File: src/rtl/muldiv_ctrl_pkg.sv
// Shared definitions for the iterative multiply/divide sequencer:
// operation codes, FSM state encodings, step count and two's-complement helpers.
package muldiv_ctrl_pkg;

  localparam int MD_DW    = 32;
  localparam int MD_STEPS = 32;
  localparam int MD_CNT_W = $clog2(MD_STEPS);

  // The counter is loaded with MD_STEPS-1 and the last step runs when it reads 0.
  localparam logic [MD_CNT_W-1:0] MD_CNT_LOAD = MD_CNT_W'(MD_STEPS - 1);

  typedef enum logic [1:0] {
    MD_OP_MULT  = 2'b00,
    MD_OP_MULTU = 2'b01,
    MD_OP_DIV   = 2'b10,
    MD_OP_DIVU  = 2'b11
  } md_op_e;

  typedef enum logic [1:0] {
    MD_ST_IDLE  = 2'b00,
    MD_ST_RUN   = 2'b01,
    MD_ST_FIXUP = 2'b10
  } md_state_e;

  function automatic logic [MD_DW-1:0] md_neg(input logic [MD_DW-1:0] x);
    return ~x + 1'b1;
  endfunction

  // abs(0x80000000) stays 0x80000000, which is the correct magnitude once
  // the value is treated as unsigned.
  function automatic logic [MD_DW-1:0] md_abs(input logic [MD_DW-1:0] x,
                                              input logic is_signed);
    return (is_signed && x[MD_DW-1]) ? md_neg(x) : x;
  endfunction

endpackage

File: src/rtl/muldiv_ctrl_iter.sv
// One combinational step of the multiply/divide loop.
//   i_is_div    : 1 = restoring-divide step, 0 = shift-add multiply step
//   i_acc_hi    : upper accumulator half (partial product / partial remainder)
//   i_acc_lo    : lower accumulator half (multiplier bits / dividend-quotient bits)
//   i_opnd      : multiplicand (MUL) or divisor (DIV), unsigned magnitude
//   o_acc_hi/lo : accumulator after this step
module muldiv_ctrl_iter
  import muldiv_ctrl_pkg::*;
(
  input  logic             i_is_div,
  input  logic [MD_DW-1:0] i_acc_hi,
  input  logic [MD_DW-1:0] i_acc_lo,
  input  logic [MD_DW-1:0] i_opnd,
  output logic [MD_DW-1:0] o_acc_hi,
  output logic [MD_DW-1:0] o_acc_lo
);

  logic [MD_DW:0] w_sum;
  logic [MD_DW:0] w_rem;
  logic [MD_DW:0] w_diff;

  // Multiply: the 33-bit sum keeps the carry, which shifts into acc_hi[31].
  assign w_sum = {1'b0, i_acc_hi} + (i_acc_lo[0] ? {1'b0, i_opnd} : '0);

  // Divide: the shifted remainder needs 33 bits; a clear diff MSB means it
  // is not below the divisor.
  assign w_rem  = {i_acc_hi, i_acc_lo[MD_DW-1]};
  assign w_diff = w_rem - {1'b0, i_opnd};

  always_comb begin
    o_acc_hi = w_sum[MD_DW:1];
    o_acc_lo = {w_sum[0], i_acc_lo[MD_DW-1:1]};
    if (i_is_div) begin
      if (!w_diff[MD_DW]) begin
        o_acc_hi = w_diff[MD_DW-1:0];
        o_acc_lo = {i_acc_lo[MD_DW-2:0], 1'b1};
      end else begin
        o_acc_hi = w_rem[MD_DW-1:0];
        o_acc_lo = {i_acc_lo[MD_DW-2:0], 1'b0};
      end
    end
  end

endmodule

File: src/rtl/muldiv_ctrl.sv
// Iterative MULT/MULTU/DIV/DIVU sequencer owning the architectural HI/LO registers.
// Ports:
//   clk, reset (async, active-low)
//   i_start, i_md_op, i_operand_a, i_operand_b : operation issue from ID/EX
//   i_mthi, i_mtlo, i_wdata                    : direct HI/LO writes (idle only)
//   i_hilo_read                                : MFHI/MFLO in EX
//   i_flush                                    : abort in-flight operation
//   o_hi, o_lo                                 : architectural HI/LO
//   o_busy, o_stall                            : in flight / hold the front of the pipe
//   o_done, o_div_by_zero                      : one-cycle completion pulses
//
// state       | meaning
// MD_ST_IDLE  | waiting for i_start; MTHI/MTLO accepted
// MD_ST_RUN   | 32 add-shift or trial-subtract steps, one per cycle
// MD_ST_FIXUP | apply signs, write HI/LO, pulse o_done
module muldiv_ctrl
  import muldiv_ctrl_pkg::*;
#(
  parameter int DATA_WIDTH = MD_DW
) (
  input  logic                  clk,
  input  logic                  reset,
  input  logic                  i_start,
  input  logic [1:0]            i_md_op,
  input  logic [DATA_WIDTH-1:0] i_operand_a,
  input  logic [DATA_WIDTH-1:0] i_operand_b,
  input  logic                  i_mthi,
  input  logic                  i_mtlo,
  input  logic [DATA_WIDTH-1:0] i_wdata,
  input  logic                  i_hilo_read,
  input  logic                  i_flush,
  output logic [DATA_WIDTH-1:0] o_hi,
  output logic [DATA_WIDTH-1:0] o_lo,
  output logic                  o_busy,
  output logic                  o_stall,
  output logic                  o_done,
  output logic                  o_div_by_zero
);

  md_state_e r_state, w_state_nxt;

  logic [MD_CNT_W-1:0]     r_cnt;
  logic [DATA_WIDTH-1:0]   r_acc_hi, r_acc_lo, r_opnd, r_hi, r_lo;
  logic                    r_is_div, r_neg_q, r_neg_r, r_div0, r_done, r_dbz;

  md_op_e                  w_op;
  logic                    w_is_div, w_is_signed, w_sign_a, w_sign_b;
  logic [DATA_WIDTH-1:0]   w_abs_a, w_abs_b, w_step_hi, w_step_lo, w_quo, w_rem;
  logic [2*DATA_WIDTH-1:0] w_prod;

  assign w_op        = md_op_e'(i_md_op);
  assign w_is_div    = (w_op == MD_OP_DIV) || (w_op == MD_OP_DIVU);
  assign w_is_signed = (w_op == MD_OP_MULT) || (w_op == MD_OP_DIV);
  assign w_sign_a    = w_is_signed & i_operand_a[DATA_WIDTH-1];
  assign w_sign_b    = w_is_signed & i_operand_b[DATA_WIDTH-1];
  assign w_abs_a     = md_abs(i_operand_a, w_is_signed);
  assign w_abs_b     = md_abs(i_operand_b, w_is_signed);

  muldiv_ctrl_iter u_iter (
    .i_is_div (r_is_div),
    .i_acc_hi (r_acc_hi),
    .i_acc_lo (r_acc_lo),
    .i_opnd   (r_opnd),
    .o_acc_hi (w_step_hi),
    .o_acc_lo (w_step_lo)
  );

  // With a zero divisor every trial subtract succeeds, so the remainder ends
  // up as |a|; restoring the dividend sign gives back the original operand a.
  // Only the quotient needs forcing to all ones.
  assign w_prod = r_neg_q ? -{r_acc_hi, r_acc_lo} : {r_acc_hi, r_acc_lo};
  assign w_quo  = r_div0 ? '1 : (r_neg_q ? md_neg(r_acc_lo) : r_acc_lo);
  assign w_rem  = r_neg_r ? md_neg(r_acc_hi) : r_acc_hi;

  always_ff @(posedge clk or negedge reset) begin
    if (!reset) r_state <= MD_ST_IDLE;
    else        r_state <= w_state_nxt;
  end

  always_comb begin
    w_state_nxt = r_state;
    case (r_state)
      MD_ST_IDLE:  if (i_start) w_state_nxt = MD_ST_RUN;
      MD_ST_RUN:   if (r_cnt == '0) w_state_nxt = MD_ST_FIXUP;
      MD_ST_FIXUP: w_state_nxt = MD_ST_IDLE;
      default:     w_state_nxt = MD_ST_IDLE;
    endcase
    if (i_flush) w_state_nxt = MD_ST_IDLE;
  end

  always_ff @(posedge clk or negedge reset) begin
    if (!reset) begin
      r_cnt    <= '0;
      r_acc_hi <= '0;
      r_acc_lo <= '0;
      r_opnd   <= '0;
      r_hi     <= '0;
      r_lo     <= '0;
      r_is_div <= 1'b0;
      r_neg_q  <= 1'b0;
      r_neg_r  <= 1'b0;
      r_div0   <= 1'b0;
      r_done   <= 1'b0;
      r_dbz    <= 1'b0;
    end else begin
      r_done <= 1'b0;
      r_dbz  <= 1'b0;
      case (r_state)
        MD_ST_IDLE: begin
          if (i_mthi) r_hi <= i_wdata;
          if (i_mtlo) r_lo <= i_wdata;
          if (i_start && !i_flush) begin
            r_cnt    <= MD_CNT_LOAD;
            r_is_div <= w_is_div;
            r_neg_q  <= w_sign_a ^ w_sign_b;
            r_neg_r  <= w_sign_a;
            r_div0   <= w_is_div && (i_operand_b == '0);
            r_acc_hi <= '0;
            r_acc_lo <= w_is_div ? w_abs_a : w_abs_b;
            r_opnd   <= w_is_div ? w_abs_b : w_abs_a;
          end
        end
        MD_ST_RUN: begin
          if (!i_flush) begin
            r_acc_hi <= w_step_hi;
            r_acc_lo <= w_step_lo;
            r_cnt    <= r_cnt - 1'b1;
          end
        end
        MD_ST_FIXUP: begin
          if (!i_flush) begin
            if (r_is_div) begin
              r_hi <= w_rem;
              r_lo <= w_quo;
            end else begin
              r_hi <= w_prod[2*DATA_WIDTH-1:DATA_WIDTH];
              r_lo <= w_prod[DATA_WIDTH-1:0];
            end
            r_done <= 1'b1;
            r_dbz  <= r_is_div & r_div0;
          end
        end
        default: ;
      endcase
    end
  end

  assign o_hi          = r_hi;
  assign o_lo          = r_lo;
  assign o_busy        = (r_state != MD_ST_IDLE);
  assign o_stall       = o_busy & (i_start | i_hilo_read | i_mthi | i_mtlo);
  assign o_done        = r_done;
  assign o_div_by_zero = r_dbz;

endmodule
File: config.mk
export PLATFORM = sky130hd
export DESIGN_NAME = muldiv_ctrl
export DESIGN_NICKNAME = d
export VERILOG_FILES = /design/src/rtl/muldiv_ctrl_pkg.sv /design/src/rtl/muldiv_ctrl_iter.sv /design/src/rtl/muldiv_ctrl.sv
export SDC_FILE = /design/constraint.sdc
export NUM_CORES = 1
export LEC_CHECK = 0
export CAP_MARGIN = 20
export CELL_PAD_IN_SITES_DETAIL_PLACEMENT = 0
export CELL_PAD_IN_SITES_GLOBAL_PLACEMENT = 1
export CORE_MARGIN = 4
export CORE_UTILIZATION = 47
export DETAILED_ROUTE_END_ITERATION = 16
export GPL_TIMING_DRIVEN = 0
export HOLD_SLACK_MARGIN = 0.15
export PLACE_DENSITY_LB_ADDON = 0.08
export SYNTH_ARGS = -nofsm -noshare
export SYNTH_HDL_FRONTEND = slang
export SYNTH_HIERARCHICAL = 1
export SYNTH_SLANG_ARGS = --single-unit
File: constraint.sdc
create_clock -name clk -period 8 [get_ports clk]
set_clock_uncertainty 0.05 [all_clocks]
set_input_delay 0.8 -clock clk [delete_from_list [all_inputs] [get_ports clk]]
set_output_delay 0.8 -clock clk [all_outputs]
set_load 0.01 [all_outputs]
==> impl_summary.log <==
INFO  metric run_status = finished, final reports clean
INFO  metric cts_tree = done
INFO  metric critPathTopFamily = compound AO/OA/AOI/OAI gates
INFO  metric register_area_share_after_synthesis = roughly 28%
INFO  metric synth_enable_flop_cells = 0
INFO  metric timing.setup.tns = 0 ps
INFO  metric ys_async_sr_fraction = between 90% and 100%
INFO  metric worst-r2r-setup-slack = about 3500 ps
INFO  metric clock_latency_on_the_worst_skew_pair = about 460 ps
INFO  metric r2r_start = r_acc_lo[0]
INFO  metric finished_cell_area = about 18000 um^2
INFO  metric placed_area = around 18000 um^2
INFO  metric area_delta_synth_final = 18.93%
INFO  metric ys_seq_elements = 173
INFO  metric die-area = 35590 um^2
INFO  metric final-max-slew-violation-count = 0
INFO  metric detailroute.via_count = approximately 16000
INFO  metric synth-main-ff-cell = dfrtp_1
INFO  metric crit_slowest_cell = dfrtp_1
INFO  metric h_tree_levels = 4
INFO  metric critPathKind = flop to flop
INFO  metric cellPowerDensity = between 300 and 400 nW/um^2
INFO  metric synth.distinct_cells = 89
INFO  metric dr.first_iter.drc_count = 1769
INFO  metric finalNetCount = between 2000 and 2500
INFO  metric clk_pin_slew_worst_paths = roughly 80 ps
INFO  metric clock_tree.root_cell = clkbuf_16
INFO  metric netlist.area_leader.share = 28.22%
INFO  metric post_route_cells_drive_above_1_share = ~5.6%
INFO  metric yosys_warnings = 6
INFO  metric cts_buffer_depth = 2
INFO  metric grt_pass1_vias = between 10000 and 15000
INFO  metric cts.repair_timing.setup_buffer_count = 0
INFO  metric synthTopCellsByArea = dfrtp_1 28%, a21oi_1 6.3%, ha_1 5.7%
INFO  metric post-route-drc-count = 0
INFO  metric p_leak = 7.527 nW
INFO  metric min_path_type = primary input to asynchronous set/reset pin
INFO  metric maximum_number_of_pins_on_one_net_before_global_route_repair = 110
INFO  metric insertedDiodeCount = 0
INFO  metric drt-total-wl = around 60000 um
INFO  metric critical_path_arrival = just under 5000 ps
INFO  metric startpoint_type = flop
INFO  metric dpl.hpwl = between 40000 and 50000 um
INFO  metric cts_buffers = 17
INFO  metric crit_path_end_kind = flop
INFO  metric final-hold-violation-count = 0
INFO  metric max-cap-violations = 0
INFO  metric timing.critical_path.buf_inv = 1
INFO  metric fillerInstances = between 3000 and 4000
INFO  metric drt_pass_1_iters = 7
INFO  metric series_of_cell_instances_along_the_critical_path = clkbuf_1 -> and2_1 -> ha_1 -> fa_1 -> a211oi_1 -> nor2_1 -> o21ai_0 -> a21oi_1 -> a31oi_1 -> o31ai_1 -> xnor2_1 -> o22ai_1 -> a31o_2 -> a22o_1
INFO  metric post-synth-top-area-cell = dfrtp_1
INFO  metric layout.cells.most_common = a21oi_1
INFO  metric tightest_slew = 1054 ps
INFO  metric critical_path_peak_fanout = 11
INFO  metric grt_antenna_before_repair = 0
INFO  metric die_y = 188.7 um
INFO  metric floorplan.initialDensity = around half
INFO  metric slowest_delay = about 650 ps
INFO  metric gpl.final_weighted_congestion = approximately 0.99
INFO  metric whs = between 200 and 250 ps
INFO  metric grt.overflow.total = 0
INFO  metric critPathRequiredTime = about 8300 ps
INFO  metric rsz0062_at_grt = no
INFO  metric syn_nets = between 2000 and 2500
INFO  metric min_period = between 4000 and 5000 ps
INFO  metric num_rows = 65
INFO  metric postCtsHoldBufs = 0
INFO  metric die_width = 188.7 um
INFO  metric final_cell_mix = 192 x a21oi_1, 185 x nor2_1, 176 x nand2_1
INFO  metric synth_area = 15340 um^2
INFO  metric fmax = 220.6 MHz
INFO  metric setup-violations-final = 0
INFO  metric post_cts_sizing = 0
INFO  metric reg2regPathDepth = 14
INFO  metric port_buffers = around 170
INFO  metric drt-wirelength-per-cell = around 23 um
INFO  metric syn_inst = ~1900
INFO  metric post_synth.cell_area_avg = between 7 and 8 um^2
INFO  metric ir_drop = between 0.0002 and 0.00025 V
INFO  metric reg2reg_capture_point = r_acc_hi[23]
INFO  metric detail-route-antenna-nets = 0
INFO  metric io_pins = 173
INFO  metric grt.total_usage = around a third
INFO  metric grt_first_pass_wirelength = roughly 91000 um
INFO  metric post_drt_via_cell_ratio = about 6.2
INFO  metric core_region_area = 31880 um^2
INFO  metric maxSlewHeadroom = around 29%
INFO  metric fin_crit_sh = 56.68%
INFO  metric tritoncts_num_sinks = approximately 170
[per-stage QoR]
| stage | power, W | cells | setup WS, ps | utilization, % |
|---|---|---|---|---|
| CTS | 0.005598 | 2570 | 3568 | 57.23 |
| detailed placement | 0.004703 | 2538 | 3600 | 55.29 |
| global placement | 0.004667 | 2537 | -1317 | 55.19 |
| finish | 0.005683 | 2570 | 3466 | 57.23 |
| global route | 0.006018 | 2570 | 3243 | 57.23 |
| floorplan | 0.003614 | 1931 | 4559 | - |
[sequential cells by signal, summed over array words and instances (netlist names)]
signal / count
r_div0: 1
r_acc_hi: 32
r_cnt: 5
o_hi: 32
o_done: 1
o_div_by_zero: 1
r_acc_lo: 32
r_opnd: 32
r_neg_r: 1
r_state: 2
r_neg_q: 1
r_is_div: 1
o_lo: 32
[Yosys cell counts, types with 8 or more instances]
cell      instances
o22ai_1          35
nand2b_1         25
a21o_1           24
nand4_1          11
a221oi_1          9
clkbuf_1         88
a211oi_1         16
a22oi_1          11
o21a_1           12
a221o_1           8
or4_1            11
mux2i_1          27
o221ai_1         28
o21ai_0         134
nor4_1           17
o21bai_1          9
or3_1            27
a22o_1           28
inv_1            66
xor2_1           89
nand2_1         176
nor3_1           44
xnor2_1          81
and3_1           18
o31ai_1          31
a21oi_1         192
and2_1           43
nor2_1          185
ha_1             70
nor2b_1          16
nand3_1          36
dfrtp_1         173
buf_1            10
a31oi_1          22
mux2_2           35
[per-layer routing]
metal	track usage [%]	wire, um
met1	46.31	26750
met2	50.21	26020
met3	5.835	4754
met4	12.75	2576
met5	0	0
[how the worst max path moves through the flow]
stage	startpoint	to	slack (ps)	depth (start not counted)
final	r_acc_lo[0]	r_acc_hi[23]	3470	14
after global routing	r_acc_lo[0]	r_acc_hi[23]	3240	14
after CTS	r_acc_lo[0]	r_acc_hi[23]	3570	14
after detailed placement	r_acc_lo[0]	r_acc_hi[23]	3600	14
after global placement	reset	r_opnd[13]	-1320	1
after floorplan	r_acc_lo[0]	r_acc_hi[23]	4560	14
[area by class of cell]
cell class | instances | area [um^2] | area share, %
timing repair buffer | 172 | 1744 | 9.560
clock inverter | 15 | 190.2 | 1.042
inverter | 66 | 247.7 | 1.358
multi-input combinational | 1585 | 10340 | 56.66
buffer | 107 | 426.7 | 2.339
sequential | 173 | 4329 | 23.73
clock buffer | 17 | 425.4 | 2.332
tap | 435 | 544.3 | 2.983
[report_power, final]
part           leakage, nW  switching (W)  internal (W)  total [W]
registers             2.11       0.000458       0.00108    0.00154
clock network        0.303       0.000441      0.000455   0.000896
logic                 5.11        0.00189       0.00136    0.00325
total                 7.53        0.00279       0.00290    0.00568
[logic make-up after synthesis]
group / Yosys count / synth area share [%]
xor gates and xnor gates: 171 / 9.886
buffers and inverters: 173 / 4.396
and+or+nand+nor: 659 / 21.34
adders and majority gates: 72 / 5.971
DFF: 173 / 28.22
muxes: 62 / 4.331
AOI/OAI and AO/OA: 621 / 25.86
No activity file was read; power rests on OpenSTA's default activity.
==> RTL edit: new RTL, same settings <==
Re-encode `md_state_e` (3 states) as one-hot, 3 bits wide.
--- a/src/rtl/muldiv_ctrl_pkg.sv
+++ b/src/rtl/muldiv_ctrl_pkg.sv
@@ -16,10 +16,10 @@
     MD_OP_DIVU  = 2'b11
   } md_op_e;
 
-  typedef enum logic [1:0] {
-    MD_ST_IDLE  = 2'b00,
-    MD_ST_RUN   = 2'b01,
-    MD_ST_FIXUP = 2'b10
+  typedef enum logic [2:0] {
+    MD_ST_IDLE  = 3'b001,
+    MD_ST_RUN   = 3'b010,
+    MD_ST_FIXUP = 3'b100
   } md_state_e;
 
   function automatic logic [MD_DW-1:0] md_neg(input logic [MD_DW-1:0] x);
Behaviour: no difference found for any inputs over 4 cycles, from zero or initial values and one cycle with reset low; so few cycles prove little.
==> RTL edit against the unedited design <==
Global-route usage up 0.36 points; non-clock buffer count rose by 2; worst setup slack worse by 0.11 ns; first-iteration DRC count is 0.23% higher; critical path depth grew 1; final area rose by 0.47%; sequential cell count increased by 1; synthesized area rose by 0.34%; die area increased by 0.33%; sequential share of layout area about the same; wire length is 1.3% higher.
Power is not compared: it rests on default switching activity, and its combinational part moved more than twofold at a synthesized area within 25%.
==> RTL edit: results (changes against the unedited design) <==
post-synthesis mux area share 4.414% (+0.083 points); CP max FO 10 (-1); Reg area 4355 um^2 (+0.61%); largest net degree at the start of global routing 105 (-4.5%); Synth area leaders dfrtp_1, nand2_1, ha_1, a21oi_1, xnor2_1; M1 GR Usage 48.42% (+2.1 points); post-DR vias/cell 6.150 (-1.4%); first-pass GRT wire length 92.14 mm (+0.95%); First-pass DRT Iterations 5 (-2); Routed WL 60.88 mm (+1.3%); Yosys cell types 87 (-2.2%); pre-CTS setup slack 3.421 ns (-0.1793 ns); nets@finish 2346 (+2.0%); non-clk buf share 11.88% (-0.022 points); metal3 WL 5.087 mm (+7.0%); Inverters 61 (-7.6%); most frequent cells after synthesis nand2_1, nor2_1, dfrtp_1; GR Layer Usage met3 4.443% (-1.4 points); non-clock buffer count 281 (+0.72%); Area growth syn-to-layout 19.09%; Multi-In Gates 1634 (+3.1%); vias in the first global route 15.22k (+1.5%); Post-Synth XOR/XNOR Area 9.909% (+0.023 points); worst slew pin tran 1.103 ns (+0.04895 ns); Cells after DPL 2592 (+2.1%); total track usage 33.18% (+0.36 points); met1 WL 27.45 mm (+2.6%); Arrival @ worst endpoint 4.92 ns (+0.10 ns); met2 routed WL 26.34 mm (+1.2%); clk tree area frac 3.495% (+0.12 points); share of layout cells above drive strength 1 5.362% (-0.21 points); dpl hpwl 49.06 mm (+1.8%); Post-Syn Instances 1978 (+2.4%); compound-cell area share of the yosys netlist 24.26% (-1.6 points); multi-input gate share of the layout cell area 56.60% (about the same); vias 16.14k (+0.67%); Initial DRC Count 1773 (+0.23%); gpl congestion 0.9849 (-0.88%); register area share after synthesis 28.30% (+0.074 points); fillers 3144 (+2.6%); outcome finished, final reports clean; gr busiest metal met2; Seq Cell Count 174 (+0.58%); met2 usage 50.93% (+0.72 points); Max stage delay on crit path 0.61 ns (-0.04 ns); post-route cell area 18330 um^2 (+0.47%); Syn Nets 2155 (+2.2%); Register-to-Register Path Depth 15 (+1); adder-cell share of the synthesized area 5.950% (-0.020 points)
[RTL edit: cell count changes after synthesis, moves of 7 or more]
cell	change
xnor2_1	+16
nor2_1	-11
o22ai_1	+7
xor2_1	-15
nor3_1	-7
a22oi_1	-9
nand2_1	+75
nand2b_1	-8
a22o_1	-26
nand3_1	+25
a21oi_1	-22
o21ai_0	+15
[RTL edit: worst paths after layout]
kind / end / start / slack, ns
min in group clk: o_lo[13] / o_lo[13] / 0.43
max: r_acc_hi[23] / r_acc_lo[0] / 3.36
min reg2reg: o_lo[13] / o_lo[13] / 0.43
min: o_lo[5] / reset / 0.23
max in group asynchronous: r_acc_hi[14] / reset / 6.72
max reg2reg: r_acc_hi[23] / r_acc_lo[0] / 3.36
[RTL edit: cell families after synthesis]
family / after synthesis
simple gates: 734
compound gates: 593
flops: 174
xor+xnor: 172
buf+inv: 170
fa+ha+maj: 72
mux: 63
